### config.mk
export PLATFORM = sky130hd
export DESIGN_NAME = hex_mem_arbiter
export DESIGN_NICKNAME = d
export VERILOG_FILES = /design/src/rtl/hex_pkg.sv /design/src/rtl/hex_rr_picker.sv /design/src/rtl/hex_mem_arbiter.sv
export SDC_FILE = /design/constraint.sdc
export NUM_CORES = 1
export LEC_CHECK = 0
export CORE_MARGIN = 2
export CORE_UTILIZATION = 41
export DETAILED_ROUTE_END_ITERATION = 8
export PLACE_DENSITY = 0.88
export SLEW_MARGIN = 20
export SYNTH_ARGS = -nofsm -noshare
export SYNTH_HDL_FRONTEND = slang
export SYNTH_SLANG_ARGS = --single-unit
### constraint.sdc
create_clock -name i_clk -period 1.9 [get_ports i_clk]
set_input_delay 0.19 -clock i_clk [delete_from_list [all_inputs] [get_ports i_clk]]
set_output_delay 0.19 -clock i_clk [all_outputs]
set_load 0.05 [all_outputs]
### src/rtl/hex_pkg.sv
// Shared types for the hex system: memory word/address
// types and the memory-arbiter port tag and response tag.
package hex_pkg;

  typedef logic [15:0] addr_t;
  typedef logic [31:0] data_t;

  localparam int HEX_MAX_ARB_PORTS = 8;
  localparam int ARB_PORT_W = $clog2(HEX_MAX_ARB_PORTS);

  typedef logic [ARB_PORT_W-1:0] arb_port_t;

  typedef struct packed {
    logic      valid;
    arb_port_t port_id;
  } arb_resp_t;

endpackage

### src/rtl/hex_rr_picker.sv
// One-hot picker: round-robin from i_last+1, or lowest index
// when HEX_ARB_FIXED_PRIO_EN is defined (i_last then unused).
// Ports: i_req (request vector), i_last (last granted index),
// o_gnt (one-hot grant), o_idx (grant index), o_any (any grant).
module hex_rr_picker #(
  parameter int N = 2,
  parameter int W = 1
) (
  input  logic [N-1:0] i_req,
  input  logic [W-1:0] i_last,
  output logic [N-1:0] o_gnt,
  output logic [W-1:0] o_idx,
  output logic         o_any
);

`ifdef HEX_ARB_FIXED_PRIO_EN
  logic unused_last;
  assign unused_last = ^i_last;

  always_comb begin
    o_gnt = '0;
    o_idx = '0;
    o_any = 1'b0;
    // Walk downward so the lowest requesting index wins.
    for (int j = N - 1; j >= 0; j--) begin
      if (i_req[j]) begin
        o_gnt    = '0;
        o_gnt[j] = 1'b1;
        o_idx    = W'(j);
        o_any    = 1'b1;
      end
    end
  end
`else
  int best;

  always_comb begin
    o_gnt = '0;
    o_idx = '0;
    o_any = 1'b0;
    best  = N;
    // Distance of port j past i_last; the closest requester wins.
    for (int j = 0; j < N; j++) begin
      if (i_req[j] &&
          ((j + N - int'(i_last) - 1) % N) < best) begin
        best     = (j + N - int'(i_last) - 1) % N;
        o_gnt    = '0;
        o_gnt[j] = 1'b1;
        o_idx    = W'(j);
        o_any    = 1'b1;
      end
    end
  end
`endif

endmodule

### src/rtl/hex_mem_arbiter.sv
// Shares one fixed-latency memory port among NUM_PORTS requesters;
// read responses are routed back to the issuing port in order.
// Ports: i_req_* per-port request, o_req_ready one-hot grant,
// o_res_valid/o_res_data read response, o_mem_* memory request,
// i_mem_data read data MEM_LATENCY cycles after o_mem_valid.
// Build option: HEX_ARB_FIXED_PRIO_EN selects fixed priority.
module hex_mem_arbiter
  import hex_pkg::*;
#(
  parameter  int NUM_PORTS   = 2,
  parameter  int MEM_LATENCY = 1,
  localparam int PORT_W      =
    (NUM_PORTS > 1) ? $clog2(NUM_PORTS) : 1
) (
  input  logic                 i_clk,
  input  logic                 i_rst,
  input  logic [NUM_PORTS-1:0] i_req_valid,
  input  logic [NUM_PORTS-1:0] i_req_we,
  input  addr_t                i_req_addr [NUM_PORTS],
  input  data_t                i_req_data [NUM_PORTS],
  output logic [NUM_PORTS-1:0] o_req_ready,
  output logic [NUM_PORTS-1:0] o_res_valid,
  output data_t                o_res_data,
  output logic                 o_mem_valid,
  output logic                 o_mem_we,
  output addr_t                o_mem_addr,
  output data_t                o_mem_data,
  input  data_t                i_mem_data
);

  logic [NUM_PORTS-1:0] pick_gnt;
  logic [PORT_W-1:0]    pick_idx;
  logic                 pick_any;
  logic                 grant;

  logic [PORT_W-1:0] last_q, last_d;
  logic              mem_valid_q, mem_valid_d;
  logic              mem_we_q, mem_we_d;
  addr_t             mem_addr_q, mem_addr_d;
  data_t             mem_data_q, mem_data_d;
  logic [PORT_W-1:0] iss_port_q, iss_port_d;

  arb_resp_t [MEM_LATENCY-1:0] resp_q, resp_d;
  arb_resp_t                   resp_tail;

  logic [NUM_PORTS-1:0] res_valid_q, res_valid_d;
  data_t                res_data_q, res_data_d;

  hex_rr_picker #(
    .N (NUM_PORTS),
    .W (PORT_W)
  ) u_picker (
    .i_req  (i_req_valid),
    .i_last (last_q),
    .o_gnt  (pick_gnt),
    .o_idx  (pick_idx),
    .o_any  (pick_any)
  );

  // Nothing is accepted while reset is held.
  assign grant       = pick_any & i_rst;
  assign o_req_ready = i_rst ? pick_gnt : '0;
  assign resp_tail   = resp_q[MEM_LATENCY-1];

  always_comb begin
    last_d      = last_q;
    mem_valid_d = grant;
    mem_we_d    = mem_we_q;
    mem_addr_d  = mem_addr_q;
    mem_data_d  = mem_data_q;
    iss_port_d  = iss_port_q;
    if (grant) begin
      last_d     = pick_idx;
      mem_we_d   = i_req_we[pick_idx];
      mem_addr_d = i_req_addr[pick_idx];
      mem_data_d = i_req_data[pick_idx];
      iss_port_d = pick_idx;
    end

    // Tracker follows the issued request; writes enter as bubbles.
    resp_d = '0;
    resp_d[0].valid   = mem_valid_q & ~mem_we_q;
    resp_d[0].port_id = arb_port_t'(iss_port_q);
    for (int k = 1; k < MEM_LATENCY; k++) begin
      resp_d[k] = resp_q[k-1];
    end

    res_valid_d = '0;
    for (int p = 0; p < NUM_PORTS; p++) begin
      res_valid_d[p] = resp_tail.valid &&
        (resp_tail.port_id == arb_port_t'(p));
    end
    res_data_d = resp_tail.valid ? i_mem_data : res_data_q;
  end

  always_ff @(posedge i_clk or negedge i_rst) begin
    if (!i_rst) begin
      last_q      <= PORT_W'(NUM_PORTS - 1);
      mem_valid_q <= 1'b0;
      mem_we_q    <= 1'b0;
      mem_addr_q  <= '0;
      mem_data_q  <= '0;
      iss_port_q  <= '0;
      resp_q      <= '0;
      res_valid_q <= '0;
      res_data_q  <= '0;
    end else begin
      last_q      <= last_d;
      mem_valid_q <= mem_valid_d;
      mem_we_q    <= mem_we_d;
      mem_addr_q  <= mem_addr_d;
      mem_data_q  <= mem_data_d;
      iss_port_q  <= iss_port_d;
      resp_q      <= resp_d;
      res_valid_q <= res_valid_d;
      res_data_q  <= res_data_d;
    end
  end

  // The write strobe only means something alongside o_mem_valid.
  assign o_mem_valid = mem_valid_q;
  assign o_mem_we    = mem_we_q & mem_valid_q;
  assign o_mem_addr  = mem_addr_q;
  assign o_mem_data  = mem_data_q;
  assign o_res_valid = res_valid_q;
  assign o_res_data  = res_data_q;

endmodule
==> metrics.md, run 1 <==
| Metric | Value |
|---|---|
| Placed Instances | `664` |
| Synthesized Nets | `489` |
| Slew @ Worst Pin | `0.938 ns` |
| H-tree depth reported by CTS | `3` |
| Syn_area_per_cell | `10.5 um2` |
| Register area share after synthesis | `59.4%` |
| Starting Density | `42.3%` |
| Clock Sinks | `88` |
| Drt initial violations | `115` |
| Non-Filler Instances | `681` |
| IO Pins | `220` |
| Largest net degree at the start of global routing | `76` |
| First-pass GRT wire length | `17,200 um` |
| Worst Path Required | `1.71 ns` |
| Detailed-route DRC error count | `0` |
| Status | `finished, final reports clean` |
| DR vias/cell | `4.94` |
| Port bufs | `219` |
| Post-CTS Resized | `0` |
| TNS Setup | `0 ns` |
| DR pass1 iterations | `4` |
| Minimum clock period | `1.84 ns` |
| Antenna viol nets, final | `0` |
| CP max FO | `3` |
| CP endpoint kind | `primary output` |
| Netlist cell types | `19` |
| Area of the core | `8760 um2` |
| Clk slew on worst S/H paths | `0.09 ns` |
| Final WS setup | `0.0644 ns` |
| Cells after Synth | `355` |
| Lkg Pwr | `2.59 nW` |
| Footprint of the multi-input gates | `1320 um2` |
| Post-DP HPWL | `8440 um` |
| Routed len/inst | `16.3 um` |
| Power per cell area | `1140 nW/um2` |
| Max VDD drop | `0.515 mV` |
| Die W | `99.1 um` |
| Mapped Area | `3710 um2` |
| Vias in the first global route | `3,462` |
| Fill count | `641` |
| Register Area | `2200 um2` |
| Full die area | `9820 um2` |
| Power Total | `7.08 mW` |
| FMAX | `0.545 GHz` |
| Gr usage total | `22.6%` |
| Flops & latches, synth | `88` |
| Global-route congestion overflow total | `0` |
| CTS Buf Count | `9` |
| Die Height | `99.1 um` |
| Fin. max-slew vios | `0` |
| Util after Layout | `71.1%` |
| Antenna cells | `0` |
| Worst Skew | `0.0139 ns` |
| Root Buffer Master | `clkbuf_8` |
| Max-cap viol count | `0` |
| Final Hold Violating Endpoints | `0` |
| Commonest non-fill, non-tap cell in the layout | `clkdlybuf4s50_1` |
| Clk_lat worst skew | `0.35 ns` |
| Fin nets | `702` |
| Max clock buf depth | `2` |
| Hold WC Path Type | `in -> async` |
| Setup CP Type | `reg -> out` |
| Synthesis warning total | `0` |
| CP startpoint kind | `flop` |
| Final period util | `96.6%` |
| Via count | `3,362` |
| Rel. slew slack | `37.5%` |
| Setup Viol. Count Final | `0` |
| Synth-to-Final Area Change | `67.9%` |
| Most frequent cells in the layout | `clkdlybuf4s50_1, nand2_1, dfrtp_1` |
| CTS tree | `done` |
| Share of cells above drive strength 1 | `11.0%` |
| FP Rows | `34` |
| Arrival time worst endpoint | `1.65 ns` |
| RSZ-0062 raised after global routing | `false` |
| Dpl ws | `0.156 ns` |
| Final Wtd Congestion | `0.808` |
| Initial antenna violation count | `0` |
| Total Wirelength | `11,100 um` |
==> worst max-delay path: stages (launching register included) <==
cell,delay [ns]
dfrtp_1,0.37
and2_1,0.13
clkdlybuf4s50_1,0.81
==> metal layers <==
| metal | up-vias | wire length, um | global-route usage [%] |
|---|---|---|---|
| met3 | 16 | 933 | 6.89 |
| met5 | - | 0 | 0 |
| li1 | 1620 | - | - |
| met2 | 160 | 5610 | 39.1 |
| met4 | 0 | 215 | 7.69 |
| met1 | 1566 | 4320 | 26.9 |
==> logic make-up after synthesis <==
group,after synthesis,synth area share (%)
and+or+nand+nor,153,15.9
DFF,88,59.4
AOI/OAI and AO/OA,55,9.54
muxes,32,9.71
buffers and inverters,27,5.46
==> layout make-up <==
class                   count  share of cell area (%)
clock buffers              10                    2.21
clock inverters             6                    1.83
inverters                   1                  0.0603
multi-input cells         240                    21.2
flip-flops and latches     88                    35.4
well taps                 108                    2.17
repair buffers            228                    37.2
==> timing repair <==
item | in CTS | in global routing
buffers inserted | 0 | 0
endpoints found under the setup margin | 0 | 0
endpoints found under the hold margin | 13 | 0
hold buffers | 1 | 0
==> power breakdown <==
group          internal, mW  total [mW]  switching (mW)  leakage (nW)
logic                  1.16        3.05            1.89          1.46
clock network         0.914        1.58           0.669         0.119
registers              2.25        2.45           0.205          1.01
==> final timing paths <==
check,depth (start not counted),slack (ns),start,to
max,2,0.06,mem_we_q,o_mem_we
min,2,0.28,i_rst,o_mem_data[0]
max reg2reg,4,0.41,last_q,o_mem_data[24]
min reg2reg,0,0.39,iss_port_q,resp_q[0]
max in group asynchronous,3,0.41,i_rst,o_mem_data[21]
min in group i_clk,0,0.39,iss_port_q,resp_q[0]
==> sequential cells by signal (all words and copies together), names as in the netlist <==
| name | cells |
|---|---|
| iss_port_q | 1 |
| last_q | 1 |
| mem_we_q | 1 |
| o_mem_addr | 16 |
| o_mem_data | 32 |
| o_mem_valid | 1 |
| o_res_data | 32 |
| o_res_valid | 2 |
| resp_q | 2 |
==> cell usage after synthesis <==
cell type / count / area, um2
buf_6: 3 / 33.8
and2_1: 3 / 18.8
nor2_1: 49 / 184
buf_4: 2 / 15.0
o21bai_1: 1 / 7.51
buf_2: 18 / 90.1
buf_12: 3 / 60.1
dfrtp_1: 87 / 2180
dfstp_2: 1 / 26.3
mux2_2: 32 / 360
and3_1: 1 / 6.26
a21oi_1: 1 / 5.00
o21a_1: 1 / 7.51
nor2b_1: 2 / 12.5
inv_1: 1 / 3.75
nand2_1: 98 / 368
a31oi_1: 50 / 313
a21bo_1: 1 / 10.0
a21boi_2: 1 / 11.3
==> metrics by stage <==
step | hold WS, ns | area [um2]
after detailed placement | 0.0731 | 5970
after global routing | 0.264 | 6230
after CTS | 0.279 | 6230
after global placement | 0.0721 | 5970
final | 0.282 | 6230
after floorplan | -0.106 | 3710
(Power assumes the default switching activity.)
==> inputs of run 2 (changes only) <==
CAP_MARGIN = 20   (was unset)
==> results of run 2 <==
No change in the layout: final DEF, timing and power equal those of run 1.
